## src/rtl/pkt_ctrl_pkg.sv

```systemverilog
// Shared types and constants for the key-location lookup controller:
// FSM states, register word offsets and STATUS bit positions.
package pkt_ctrl_pkg;

    typedef enum logic [1:0] {
        ST_IDLE    = 2'd0,
        ST_CALC    = 2'd1,
        ST_PRESENT = 2'd2
    } state_t;

    localparam logic [4:0] REG_CTRL   = 5'd0;
    localparam logic [4:0] REG_INDEX  = 5'd1;
    localparam logic [4:0] REG_STATUS = 5'd2;
    localparam logic [4:0] REG_LOC    = 5'd3;
    localparam logic [4:0] REG_IRQ_EN = 5'd4;
    localparam logic [4:0] REG_LOCK   = 5'd5;

    localparam int STAT_BUSY = 0;
    localparam int STAT_DONE = 1;
    localparam int STAT_ERR  = 2;

    localparam int CTRL_START  = 0;
    localparam int CTRL_CH_LSB = 8;
    localparam int CH_W        = 3;

endpackage

```

## src/rtl/pkt_ctrl_regs.sv

```systemverilog
// Register bus decode and control/status registers for pkt_ctrl.
// Optional PKT_CTRL_LOCK_EN maps word 5 as a sticky lock on INDEX writes.
module pkt_ctrl_regs
    import pkt_ctrl_pkg::*;
#(
    parameter int ADDR_WIDTH = 32,
    parameter int DATA_WIDTH = 32,
    parameter int NUM_CH     = 2,
    parameter int NUM_KEYS   = 16
) (
    input  logic                  clk,
    input  logic                  rst_n,
    input  logic                  reg_valid,
    input  logic                  reg_write,
    input  logic [ADDR_WIDTH-1:0] reg_addr,
    input  logic [DATA_WIDTH-1:0] reg_wdata,
    output logic [DATA_WIDTH-1:0] reg_rdata,
    output logic                  reg_error,
    input  logic                  busy,
    input  logic                  done_set,
    input  logic [31:0]           loc_value,
    output logic                  start,
    output logic [CH_W-1:0]       start_ch,
    output logic [DATA_WIDTH-1:0] index,
    output logic                  irq
);

    logic [4:0]            word;
    logic [CH_W-1:0]       wr_ch;
    logic                  word_mapped;
    logic                  ch_bad;
    logic                  lock_bit;
    logic                  wr_ok;
    logic                  ctrl_start;
    logic                  index_ok;
    logic                  w1c;
    logic                  err_set;
    logic                  done_next;
    logic                  err_next;
    logic [DATA_WIDTH-1:0] index_reg;
    logic                  done_reg;
    logic                  err_reg;
    logic                  irq_en_reg;
    logic                  unused_addr;

    assign word        = reg_addr[6:2];
    assign wr_ch       = reg_wdata[CTRL_CH_LSB +: CH_W];
    assign unused_addr = ^{reg_addr[ADDR_WIDTH-1:7], reg_addr[1:0]};

    always_comb begin
        word_mapped = 1'b0;
        case (word)
            REG_CTRL, REG_INDEX, REG_STATUS, REG_LOC, REG_IRQ_EN: word_mapped = 1'b1;
`ifdef PKT_CTRL_LOCK_EN
            REG_LOCK: word_mapped = 1'b1;
`endif
            default: word_mapped = 1'b0;
        endcase
    end

    assign ch_bad = ({29'd0, wr_ch} >= 32'(NUM_CH));

    // Any rejected access leaves every register untouched.
    assign reg_error = reg_valid & (~word_mapped
                     | (reg_write & (word == REG_LOC))
                     | (reg_write & (word == REG_CTRL) & ch_bad)
                     | (reg_write & (word == REG_INDEX) & lock_bit));

    assign wr_ok      = reg_valid & reg_write & ~reg_error;
    assign ctrl_start = wr_ok & (word == REG_CTRL) & reg_wdata[CTRL_START];
    assign index_ok   = (index_reg < DATA_WIDTH'(NUM_KEYS));
    assign start      = ctrl_start & ~busy & index_ok;
    assign err_set    = ctrl_start & (busy | ~index_ok);
    assign start_ch   = wr_ch;
    assign index      = index_reg;
    assign irq        = done_reg & irq_en_reg;

    // A set arriving with a write-1-to-clear in the same cycle wins.
    assign w1c       = wr_ok & (word == REG_STATUS);
    assign done_next = done_set | (done_reg & ~(w1c & reg_wdata[STAT_DONE]));
    assign err_next  = err_set  | (err_reg  & ~(w1c & reg_wdata[STAT_ERR]));

    always_ff @(posedge clk or negedge rst_n) begin
        if (!rst_n) begin
            index_reg  <= '0;
            done_reg   <= 1'b0;
            err_reg    <= 1'b0;
            irq_en_reg <= 1'b0;
        end else begin
            if (wr_ok && (word == REG_INDEX))
                index_reg <= reg_wdata;
            if (wr_ok && (word == REG_IRQ_EN))
                irq_en_reg <= reg_wdata[0];
            done_reg <= done_next;
            err_reg  <= err_next;
        end
    end

`ifdef PKT_CTRL_LOCK_EN
    logic lock_reg;

    always_ff @(posedge clk or negedge rst_n) begin
        if (!rst_n)
            lock_reg <= 1'b0;
        else if (wr_ok && (word == REG_LOCK) && reg_wdata[0])
            lock_reg <= 1'b1;
    end

    assign lock_bit = lock_reg;
`else
    assign lock_bit = 1'b0;
`endif

    always_comb begin
        reg_rdata = '0;
        case (word)
            REG_INDEX:  reg_rdata = index_reg;
            REG_STATUS: begin
                reg_rdata[STAT_BUSY] = busy;
                reg_rdata[STAT_DONE] = done_reg;
                reg_rdata[STAT_ERR]  = err_reg;
            end
            REG_LOC:    reg_rdata = DATA_WIDTH'(loc_value);
            REG_IRQ_EN: reg_rdata[0] = irq_en_reg;
`ifdef PKT_CTRL_LOCK_EN
            REG_LOCK:   reg_rdata[0] = lock_bit;
`endif
            default:    reg_rdata = '0;
        endcase
    end

endmodule

```

## src/rtl/pkt_ctrl.sv

```systemverilog
// Key-location lookup controller: computes KEY_BASE + index*KEY_STRIDE and
// presents it on a valid/ready channel. Optional lock via PKT_CTRL_LOCK_EN.
module pkt_ctrl
    import pkt_ctrl_pkg::*;
#(
    parameter int          ADDR_WIDTH = 32,
    parameter int          DATA_WIDTH = 32,
    parameter int          NUM_CH     = 2,
    parameter int          NUM_KEYS   = 16,
    parameter logic [31:0] KEY_BASE   = 32'h0000_0000,
    parameter logic [31:0] KEY_STRIDE = 32'h40,
    parameter int          LOOKUP_LAT = 2
) (
    input  logic                   clk_i,
    input  logic                   rst_ni,
    input  logic                   reg_valid_i,
    input  logic                   reg_write_i,
    input  logic [ADDR_WIDTH-1:0]  reg_addr_i,
    input  logic [DATA_WIDTH-1:0]  reg_wdata_i,
    output logic [DATA_WIDTH-1:0]  reg_rdata_o,
    output logic                   reg_ready_o,
    output logic                   reg_error_o,
    output logic [NUM_CH-1:0]      loc_valid_o,
    input  logic [NUM_CH-1:0]      loc_ready_i,
    output logic [NUM_CH-1:0][31:0] pkey_loc_o,
    output logic                   irq_o
);

    localparam int CNT_W = (LOOKUP_LAT > 1) ? $clog2(LOOKUP_LAT) : 1;
    localparam logic [CNT_W-1:0] CNT_LAST = CNT_W'(LOOKUP_LAT - 1);

    state_t                state_reg;
    state_t                state_next;
    logic [CNT_W-1:0]      cnt_reg;
    logic [CH_W-1:0]       ch_reg;
    logic [31:0]           idx_reg;
    logic [31:0]           loc_reg;
    logic [31:0]           loc_calc;
    logic [NUM_CH-1:0]     ch_hit;
    logic                  calc_done;
    logic                  handshake;
    logic                  busy;
    logic                  start;
    logic [CH_W-1:0]       start_ch;
    logic [DATA_WIDTH-1:0] index;

    assign reg_ready_o = 1'b1;
    assign busy        = (state_reg != ST_IDLE);
    assign loc_calc    = KEY_BASE + idx_reg * KEY_STRIDE;

    pkt_ctrl_regs #(
        .ADDR_WIDTH (ADDR_WIDTH),
        .DATA_WIDTH (DATA_WIDTH),
        .NUM_CH     (NUM_CH),
        .NUM_KEYS   (NUM_KEYS)
    ) u_regs (
        .clk       (clk_i),
        .rst_n     (rst_ni),
        .reg_valid (reg_valid_i),
        .reg_write (reg_write_i),
        .reg_addr  (reg_addr_i),
        .reg_wdata (reg_wdata_i),
        .reg_rdata (reg_rdata_o),
        .reg_error (reg_error_o),
        .busy      (busy),
        .done_set  (handshake),
        .loc_value (loc_reg),
        .start     (start),
        .start_ch  (start_ch),
        .index     (index),
        .irq       (irq_o)
    );

    always_ff @(posedge clk_i or negedge rst_ni) begin
        if (!rst_ni)
            state_reg <= ST_IDLE;
        else
            state_reg <= state_next;
    end

    always_comb begin
        state_next = state_reg;
        calc_done  = 1'b0;
        handshake  = 1'b0;
        case (state_reg)
            ST_IDLE: begin
                if (start)
                    state_next = ST_CALC;
            end
            ST_CALC: begin
                if (cnt_reg == CNT_LAST) begin
                    state_next = ST_PRESENT;
                    calc_done  = 1'b1;
                end
            end
            ST_PRESENT: begin
                if (|(loc_ready_i & ch_hit)) begin
                    state_next = ST_IDLE;
                    handshake  = 1'b1;
                end
            end
            default: state_next = ST_IDLE;
        endcase
    end

    // Channel and index are captured at start so bus writes during a lookup cannot disturb it.
    always_ff @(posedge clk_i or negedge rst_ni) begin
        if (!rst_ni) begin
            cnt_reg <= '0;
            ch_reg  <= '0;
            idx_reg <= '0;
            loc_reg <= '0;
        end else begin
            if (start) begin
                cnt_reg <= '0;
                ch_reg  <= start_ch;
                idx_reg <= 32'(index);
            end else if (state_reg == ST_CALC) begin
                cnt_reg <= cnt_reg + 1'b1;
            end
            if (calc_done)
                loc_reg <= loc_calc;
        end
    end

    genvar gi;
    generate
        for (gi = 0; gi < NUM_CH; gi++) begin : g_ch
            logic [31:0] key_reg;
            logic        valid_reg;

            assign ch_hit[gi] = (ch_reg == CH_W'(gi));

            always_ff @(posedge clk_i or negedge rst_ni) begin
                if (!rst_ni) begin
                    key_reg   <= '0;
                    valid_reg <= 1'b0;
                end else if (calc_done && ch_hit[gi]) begin
                    key_reg   <= loc_calc;
                    valid_reg <= 1'b1;
                end else if (handshake && ch_hit[gi]) begin
                    valid_reg <= 1'b0;
                end
            end

            assign pkey_loc_o[gi]  = key_reg;
            assign loc_valid_o[gi] = valid_reg;
        end
    endgenerate

endmodule

```

## config.mk

```make
export PLATFORM = sky130hd
export DESIGN_NAME = pkt_ctrl
export DESIGN_NICKNAME = d
export VERILOG_FILES = /design/src/rtl/pkt_ctrl_pkg.sv /design/src/rtl/pkt_ctrl_regs.sv /design/src/rtl/pkt_ctrl.sv
export SDC_FILE = /design/constraint.sdc
export NUM_CORES = 1
export LEC_CHECK = 0
export ABC_AREA = 1
export BUFFER_PORTS_ARGS = -buffer_cell sky130_fd_sc_hd__buf_2
export CAP_MARGIN = 15
export CORE_ASPECT_RATIO = 2
export CORE_UTILIZATION = 50
export CTS_CLUSTER_SIZE = 40
export DETAILED_ROUTE_END_ITERATION = 6
export PLACE_DENSITY = 0.78
export SETUP_SLACK_MARGIN = 0.15
export SYNTH_ARGS = -nofsm -noshare
export SYNTH_HDL_FRONTEND = slang
export SYNTH_HIERARCHICAL = 1
export SYNTH_SLANG_ARGS = --single-unit
```

## constraint.sdc

```tcl
create_clock -name clk_i -period 5.08 [get_ports clk_i]
set_clock_uncertainty 0.15 [all_clocks]
set_input_delay 0.508 -clock clk_i [delete_from_list [all_inputs] [get_ports clk_i]]
set_output_delay 0.508 -clock clk_i [all_outputs]
set_load 0.02 [all_outputs]
```

==> flow_summary.json, run 1 <==
{
  "status": "completed",
  "initial_utilization": 0.514,
  "hold_class": "in -> async",
  "seq_area_sq_mm": 0.00368,
  "regToRegStartpoint": "state_reg[1]$_DFFE_PN0P_",
  "p_int_w": 0.00223,
  "ctsResizeCount": 0,
  "seq_power_share": 0.466,
  "placed_cells": 952,
  "fp.coreArea_sq_mm": 0.0126,
  "wirelength_microns": 15400,
  "rsz0062_at_grt": "no",
  "largest_register_ffs": 52,
  "die_area_sq_mm": 0.0135,
  "synth_warnings": 6,
  "clockBufferDepth": 2,
  "slew_violations": 0,
  "portBuffers": 130,
  "row_count": 58,
  "synth_area_per_cell_sq_um": 9.19,
  "fin_nets": 892,
  "critPathLaunchType": "input port",
  "period_share": 0.682,
  "critPathRequiredTime_ns": 4.42,
  "wl_per_cell_microns": 15.6,
  "num_vias": 5049,
  "synth_mux_area_frac": 0,
  "maxCapViolations": 0,
  "grt_pass1_wl_microns": 24800,
  "fmax_mhz": 289,
  "gp_congestion": 0.812,
  "die_w_microns": 82.6,
  "cts_root_buf": "clkbuf_16",
  "p_sw_frac": 0.274,
  "clk_latency_ns": 0.42,
  "postPlaceCellArea_sq_mm": 0.00706,
  "num_antenna_cells": 0,
  "hold_viol": 0,
  "cts_setup_buffers": 0,
  "worstSetupEndpointType": "primary output",
  "timing.setup.tns_ns": 0,
  "synth_simple_gate_area_frac": 0.197,
  "peakVddDrop_mv": 0.283,
  "min_period_ns": 3.46,
  "grt_start_max_net_pins": 113,
  "p_per_area_mw_per_mm2": 399,
  "yosysSeqAreaShare": 0.567,
  "route.detailed.drc": 0,
  "worst_ep_arrival_time_ns": 2.80,
  "grt_remaining_overflow": 0,
  "fin_cells": 985,
  "dr.first_iter.drc_count": 322,
  "synth-xor-area-share": 0,
  "pin_count": 171,
  "slowest_stage": "inv_1",
  "p_sw_w": 0.000842,
  "grt_util_all_layers": 0.251,
  "fillers": 1165,
  "crit_path_cell_trace": "buf_2 -> nor2_2 -> nand2_1 -> inv_1 -> nand3_1 -> inv_1 -> buf_4 -> a22o_1 -> buf_2",
  "hold_slack_ns": 0.0547,
  "max_slew_margin": 0.223,
  "hpwl_microns": 10400,
  "synthToLayoutAreaGrowth_pct": 18.5,
  "holdBufCountCts": 0,
  "ant_nets": 0,
  "leakagePower_nw": 4.19,
  "vias_per_cell": 5.13,
  "dr.pass1.iters": 5,
  "rrSetupSlack_ns": 2.50,
  "cpPeakStageDelay_ns": 0.56,
  "synth_top_family_by_area": "simple AND/OR/NAND/NOR gates",
  "p_clk_frac": 0.416,
  "pwr-share-comb": 0.118,
  "fp.dieH_microns": 163,
  "reg2reg_to": "state_reg[0]$_DFFE_PN0P_",
  "htreeDepth": 4,
  "clk_pin_slew_ns": 0.06,
  "yosysUniqueCellTypes": 24,
  "synth-compound-area-share": 0.142,
  "multi_input_area_sq_mm": 0.00227,
  "cts_tree": "yes",
  "synth-seq-cells": 147,
  "syn_area_sq_mm": 0.00649,
  "antenna_found_initial": 0,
  "worstPathMaxFanout": 25,
  "critPathKind": "in -> out",
  "synthAdderAreaFrac": 0,
  "grt_pass1_vias": 4885,
  "clock-sinks": 147,
  "drive_gt1_frac": 0.265,
  "synth_cells": 706,
  "numCtsBuffers": 17,
  "fin_area_sq_mm": 0.00769,
  "final_util": 0.609,
  "worst_slew_pin_slew_ns": 1.16,
  "setup_viol": 0,
  "rr_worst_depth": 10
}
-- power by group through the flow --
stage               clock (W)  combinational [W]  sequential, W
global route          0.00135           0.000419        0.00145
detailed placement          0           0.000368        0.00145
floorplan                   0           0.000267        0.00142
global placement            0           0.000353        0.00144
finish                0.00128           0.000363        0.00143
CTS                   0.00130           0.000370        0.00143
-- through the flow --
stage	worst slack, ns	total power, W
after detailed placement	1.66	0.00181
after global placement	1.67	0.00179
after global routing	1.44	0.00322
after floorplan	2.78	0.00168
after CTS	1.66	0.00310
final	1.62	0.00307
-- layout by cell type, fill, tap and decap left out, types with 3 or more instances in the layout --
cell type,n
nand2_1,220
dfrtp_1,147
buf_2,129
o21ai_0,73
inv_1,59
o21ai_2,41
nand3_1,40
conb_1,19
clkbuf_16,17
a22o_1,14
o21ai_1,13
nor2_1,11
nand4_1,9
nor3_1,6
inv_6,4
buf_4,4
nand2_4,3
nor3_4,3
clkinvlp_4,3
bufinv_16,3
clkinv_4,3
nor2_2,3
-- critical path: cells and delay by family --
kind | cells | cell delay [ns]
buffers and inverters | 5 | 1.28
AND/OR/NAND/NOR | 3 | 0.79
AO/OA/AOI/OAI | 1 | 0.20
-- area by class of cell --
class	count	area share
multi-input combinational	459	0.296
clock buffer	19	0.0563
tap	150	0.0244
sequential	147	0.478
timing repair buffer	135	0.0919
inverter	62	0.0306
clock inverter	13	0.0226
-- cells in the mapped netlist --
cell        n  area, sq um
nand2_1   220          826
nor2_2      3         18.8
o21ai_2    41          359
buf_6      10          113
nand2_2     1         6.26
nand3_1    40          200
inv_1      59          221
inv_4       1         6.26
nor3_4      3         48.8
buf_2       7         35.0
o21ai_0    73          365
nor2_1     12         45.0
o21ai_1    13         65.1
conb_1      2         7.51
nor2_4      1         11.3
dfrtp_1   147         3680
nand2_4     3         33.8
buf_4      22          165
clkbuf_1   16         60.1
nor3_1      6         30.0
a22o_1     14          123
a211oi_1    1         7.51
nand4_1     9         56.3
inv_2       2         7.51
-- worst max-delay path by stage --
stage,from,end,slack [ns],depth (start not counted)
after global placement,reg_addr_i[6],reg_rdata_o[12],1.67,9
after floorplan,reg_addr_i[6],reg_rdata_o[0],2.78,9
after detailed placement,reg_addr_i[6],reg_rdata_o[6],1.66,9
after CTS,reg_addr_i[6],reg_rdata_o[6],1.66,9
after global routing,reg_addr_i[6],reg_rdata_o[12],1.44,9
final,reg_addr_i[6],reg_rdata_o[12],1.62,9
-- cells by family after synthesis --
logic type | count (synthesis)
buffers and inverters | 117
AO/OA/AOI/OAI | 142
flip-flops | 147
AND/OR/NAND/NOR | 298
other | 2
-- per-layer routing --
layer,share of wire,wire length [microns],up-vias,GRT usage
met3,0.039,597,21,0.0480
met2,0.53,8210,158,0.426
met5,0,0,-,0
met1,0.40,6190,2390,0.310
li1,-,-,2480,-
met4,0.023,354,0,0.0909
Note: power is estimated with default switching activity, not from simulation.
==> inputs of run 2 (changes only) <==
==> constraint.sdc (replaced) <==
create_clock -name clk_i -period 3.6 [get_ports clk_i]
set_clock_uncertainty 0.15 [all_clocks]
set_input_delay 0.36 -clock clk_i [delete_from_list [all_inputs] [get_ports clk_i]]
set_output_delay 0.36 -clock clk_i [all_outputs]
set_load 0.02 [all_outputs]
==> run 2 against run 1 <==
Net effect: final cell count up 0.30%; critical path depth up 1; register-to-register slack worse by 1.5 ns; global-route usage up 0.19 points; utilization up 0.74 points; power up 47%; first-iteration DRC count up 26%; sequential cell count unchanged; worst setup slack worse by 0.67 ns; hold slack worse by 0.033 ns.
==> flow_summary.json, run 2 (synthesis gave the netlist of run 1 again) <==
{
  "critPathKind": "in -> out",
  "htreeDepth": 4,
  "grt_start_max_net_pins": 82,
  "grt_pass1_vias": 4959,
  "grt_pass1_wl_microns": 24900,
  "grt_remaining_overflow": 0,
  "dr.first_iter.drc_count": 407,
  "vias_per_cell": 5.24,
  "pin_count": 171,
  "initial_utilization": 0.514,
  "wl_per_cell_microns": 16.0,
  "worst_slew_pin_slew_ns": 0.726,
  "gp_congestion": 0.794,
  "max_slew_margin": 0.516,
  "fp.coreArea_sq_mm": 0.0126,
  "row_count": 58,
  "drive_gt1_frac": 0.265,
  "fin_area_sq_mm": 0.00778,
  "hold_viol": 0,
  "rsz0062_at_grt": "no",
  "slew_violations": 0,
  "cts_setup_buffers": 0,
  "portBuffers": 130,
  "final_common_cell": "nand2_1",
  "grt_util_all_layers": 0.253,
  "fin_cells": 988,
  "route.detailed.drc": 0,
  "peakVddDrop_mv": 0.371,
  "fp.dieH_microns": 163,
  "clockBufferDepth": 2,
  "period_share": 0.736,
  "pre_cts_slack_ns": 0.783,
  "worstSetupEndpointType": "primary output",
  "placed_cells": 955,
  "cts_root_buf": "clkbuf_16",
  "synthToLayoutAreaGrowth_pct": 19.9,
  "ant_nets": 0,
  "hpwl_microns": 10600,
  "cts_tree": "yes",
  "timing.setup.tns_ns": 0,
  "final_cell_mix": "nand2_1 (220), dfrtp_1 (147), buf_2 (129)",
  "largest_register_ffs": 52,
  "setup_viol": 0,
  "ctsResizeCount": 0,
  "worstPathMaxFanout": 33,
  "clock-sinks": 147,
  "fmax_mhz": 377,
  "num_vias": 5176,
  "fin_nets": 895,
  "min_period_ns": 2.65,
  "hold_class": "in -> reg",
  "wirelength_microns": 15800,
  "postPlaceCellArea_sq_mm": 0.00711,
  "worst_ep_arrival_time_ns": 2.14,
  "num_antenna_cells": 0,
  "die_w_microns": 82.6,
  "setup_ws_ns": 0.950,
  "fillers": 1099,
  "maxCapViolations": 0,
  "numCtsBuffers": 17,
  "holdBufCountCts": 1,
  "leakagePower_nw": 4.24,
  "dr.pass1.iters": 5,
  "clk_pin_slew_ns": 0.06,
  "die_area_sq_mm": 0.0135,
  "p_per_area_mw_per_mm2": 580,
  "clk_latency_ns": 0.41,
  "final_util": 0.616,
  "critPathLaunchType": "input port",
  "status": "completed",
  "antenna_found_initial": 0,
  "critPathRequiredTime_ns": 3.09
}
run 2: changes by cell type in the layout (fill, tap and decap cells not counted), moves of 2 or more:
cell,delta
clkinv_4,-2
bufinv_16,+2
clkinvlp_4,-2
clkbuf_8,+4
inv_6,-4
run 2: power by group:
part / total, W / switching (W) / leakage (nW) / internal [W]
combinational: 0.000529 / 0.000359 / 2.11 / 0.000170
clock: 0.00197 / 0.000663 / 0.321 / 0.00131
sequential: 0.00202 / 0.000146 / 1.81 / 0.00187
total: 0.00452 / 0.00117 / 4.24 / 0.00335
run 2: worst max-delay path, stage by stage:
cell and delay [ns]:
buf_2 0.10, nor2_2 0.17, nand2_1 0.12, inv_1 0.08
nand3_1 0.06, buf_4 0.20, inv_1 0.44, buf_12 0.27
a22o_1 0.16, buf_2 0.17
run 2: cell type report:
cell class / instances / area, sq um / share of cell area
multi-input combinational: 459 / 2270 / 0.292
inverter: 62 / 235 / 0.0302
sequential: 147 / 3680 / 0.473
tap: 150 / 188 / 0.0241
clock inverter: 8 / 171 / 0.0220
timing repair buffer: 138 / 744 / 0.0956
clock buffer: 24 / 492 / 0.0632
run 2: layer usage:
layer / up-vias / wire length [microns] / share of wire / global-route usage
met5: - / 0 / 0 / 0
met4: 0 / 597 / 0.038 / 0.135
met3: 38 / 749 / 0.047 / 0.0480
met2: 191 / 8310 / 0.53 / 0.425
met1: 2468 / 6130 / 0.39 / 0.297
li1: 2479 / - / - / -
run 2: final timing paths:
| path | slack, ns | cells after the start | from | endpoint |
|---|---|---|---|---|
| worst max register to register | 1.02 | 10 | state_reg[1]$_DFFE_PN0P_ | state_reg[0]$_DFFE_PN0P_ |
| worst min-delay path | 0.02 | 3 | reg_wdata_i[30] | u_regs/index[30]$_DFFE_PN0P_ |
| max in group asynchronous | 1.90 | 3 | rst_ni | idx_reg[22]$_DFFE_PN0P_ |
| worst max-delay path | 0.95 | 10 | reg_addr_i[6] | reg_rdata_o[31] |
| min in group asynchronous | 0.38 | 2 | rst_ni | g_ch[1].key_reg[10]$_DFFE_PN0P_ |
| worst min register to register | 0.32 | 2 | u_regs/err_reg$_DFF_PN0_ | u_regs/err_reg$_DFF_PN0_ |
run 2: per-stage QoR:
step | hold WS, ns | power (W)
2_1_floorplan | -0.0856 | 0.00238
3_3_place_gp | 0.297 | 0.00253
3_5_place_dp | 0.301 | 0.00256
4_1_cts | 0.0110 | 0.00453
5_1_grt | 0.0355 | 0.00471
6_report | 0.0215 | 0.00452
==> inputs of run 3 (changes only) <==
==> constraint.sdc (replaced) <==
create_clock -name clk_i -period 2.7 [get_ports clk_i]
set_clock_uncertainty 0.15 [all_clocks]
set_input_delay 0.27 -clock clk_i [delete_from_list [all_inputs] [get_ports clk_i]]
set_output_delay 0.27 -clock clk_i [all_outputs]
set_load 0.02 [all_outputs]
==> run 3 against run 2 <==
Net effect: utilization is 2.6 points higher; sequential cell count did not move; worst setup slack worse by 0.69 ns; critical endpoint is now idx_reg[6]$_DFFE_PN0P_; final cell count grew 3.5%; register-to-register slack got worse by 0.76 ns; combinational power grew 42%; clock power rose by 24%; highest routed layer unchanged; sequential power up 34%; count of clock-buffer cells in the layout shrank 4; largest cell class unchanged; wire length rose by 4.2%; first-iteration DRC count down 7.4%.
==> flow_summary.json, run 3 (synthesis gave the netlist of run 1 again) <==
{
  "fillers": 1061,
  "grt_util_all_layers": 0.261,
  "final_cell_mix": "nand2_1 (220), dfrtp_1 (147), buf_2 (129)",
  "num_vias": 5368,
  "fin_nets": 932,
  "die_w_microns": 82.6,
  "fmax_mhz": 409,
  "largest_register_ffs": 52,
  "numCtsBuffers": 17,
  "cts_root_buf": "clkbuf_16",
  "hold_viol": 0,
  "synthToLayoutAreaGrowth_pct": 24.9,
  "gp_congestion": 0.807,
  "min_period_ns": 2.44,
  "slew_violations": 0,
  "die_area_sq_mm": 0.0135,
  "num_antenna_cells": 0,
  "route.detailed.drc": 0,
  "grt_pass1_wl_microns": 25700,
  "wl_met3_microns": 700,
  "critPathKind": "reg -> reg",
  "hp-start": "reg_addr_i[4]",
  "clockBufferDepth": 2,
  "antenna_found_initial": 0,
  "wl_met1_microns": 6390,
  "top_layer": "met4",
  "portBuffers": 130,
  "p_per_area_mw_per_mm2": 727,
  "fp.dieH_microns": 163,
  "drive_gt1_frac": 0.259,
  "ctsResizeCount": 0,
  "hpwl_microns": 11000,
  "initial_utilization": 0.514,
  "clock-sinks": 147,
  "cts_tree": "yes",
  "max_slew_margin": 0.527,
  "rr_worst_depth": 10,
  "leakagePower_nw": 4.39,
  "worst_slew_pin_slew_ns": 0.707,
  "period_share": 0.905,
  "grt_pass1_vias": 5093,
  "grt_start_max_net_pins": 60,
  "reg2reg_to": "idx_reg[6]$_DFFE_PN0P_",
  "clk_pin_slew_ns": 0.06,
  "fp.coreArea_sq_mm": 0.0126,
  "worstPathMaxFanout": 52,
  "critPathLaunchType": "register",
  "dr.pass1.iters": 7,
  "worstSetupEndpointType": "register",
  "dr.first_iter.drc_count": 377,
  "critPathRequiredTime_ns": 2.86,
  "hold_class": "in -> reg",
  "worst_ep_arrival_time_ns": 2.60,
  "grt_remaining_overflow": 0,
  "row_count": 58,
  "rrSetupSlack_ns": 0.26,
  "clk_latency_ns": 0.42,
  "holdPathEnd": "u_regs/irq_en_reg$_DFFE_PN0P_",
  "timing.setup.tns_ns": 0,
  "htreeDepth": 4,
  "regToRegStartpoint": "state_reg[1]$_DFFE_PN0P_",
  "rsz0062_at_grt": "no",
  "wirelength_microns": 16500,
  "hold_slack_ns": 0.124,
  "cts_setup_buffers": 0,
  "holdBufCountCts": 33,
  "final_common_cell": "nand2_1",
  "maxCapViolations": 0,
  "holdPathStages": 5,
  "vias_per_cell": 5.25,
  "dr_wl_met2_microns": 8700,
  "status": "completed",
  "wl_per_cell_microns": 16.1,
  "pin_count": 171,
  "peakVddDrop_mv": 0.506,
  "ant_nets": 0,
  "setup_viol": 0
}
[run 3: cell count changes in the layout (fill, tap and decap cells not counted), sizes merged]
cell / previous run / this run
dlygate4sd3: 1 / 33
buf: 137 / 142
clkbuf: 24 / 20
clkinv: 2 / 4
bufinv: 5 / 4
clkinvlp: 1 / 2
[run 3: worst max path at each step]
stage	start	end	slack [ns]	depth (start not counted)
2_1_floorplan	state_reg[1]$_DFFE_PN0P_	state_reg[0]$_DFFE_PN0P_	0.77	11
3_3_place_gp	state_reg[1]$_DFFE_PN0P_	idx_reg[23]$_DFFE_PN0P_	0.45	9
3_5_place_dp	state_reg[1]$_DFFE_PN0P_	idx_reg[15]$_DFFE_PN0P_	0.37	10
4_1_cts	state_reg[1]$_DFFE_PN0P_	idx_reg[6]$_DFFE_PN0P_	0.29	10
5_1_grt	state_reg[1]$_DFFE_PN0P_	idx_reg[6]$_DFFE_PN0P_	0.20	10
6_report	state_reg[1]$_DFFE_PN0P_	idx_reg[6]$_DFFE_PN0P_	0.26	10
[run 3: layout make-up]
| cell class | count | area [sq um] | share of cell area |
|---|---|---|---|
| Sequential cell | 147 | 3680 | 0.454 |
| Clock inverter | 10 | 159 | 0.0196 |
| Inverter | 62 | 235 | 0.0290 |
| Multi-Input combinational cell | 459 | 2270 | 0.281 |
| Timing Repair Buffer | 175 | 1130 | 0.139 |
| Clock buffer | 20 | 447 | 0.0551 |
| Tap cell | 150 | 188 | 0.0231 |
[run 3: metal layers]
metal,up-vias,track usage
met5,-,0
met3,47,0.0486
li1,2554,-
met2,210,0.438
met4,0,0.128
met1,2557,0.316
[run 3: power breakdown]
part | total [W] | leakage (nW) | switching [W] | internal, W
combinational | 0.000750 | 2.28 | 0.000485 | 0.000265
sequential | 0.00270 | 1.81 | 0.000206 | 0.00250
clock | 0.00244 | 0.292 | 0.000881 | 0.00156
total | 0.00589 | 4.39 | 0.00157 | 0.00432
[run 3: worst max-delay path, stage by stage, from the launching register on]
cell and delay, ns:
dfrtp_1 0.43, inv_1 0.12, nand2_1 0.11, nor3_1 0.32, nand4_1 0.15, nor2_1 0.12, nand2_1 0.14, nor2_4 0.29
buf_12 0.26, nand2_1 0.10, o21ai_0 0.13
[run 3: metrics by stage]
stage	power [W]	setup slack (ns)	cell area [sq um]	util	cells
2_1_floorplan	0.00317	0.774	6550	-	723
3_3_place_gp	0.00339	0.450	7170	0.568	960
3_5_place_dp	0.00344	0.373	7170	0.568	960
4_1_cts	0.00591	0.285	8110	0.642	1023
5_1_grt	0.00614	0.202	8110	0.642	1023
6_report	0.00589	0.256	8110	0.642	1023
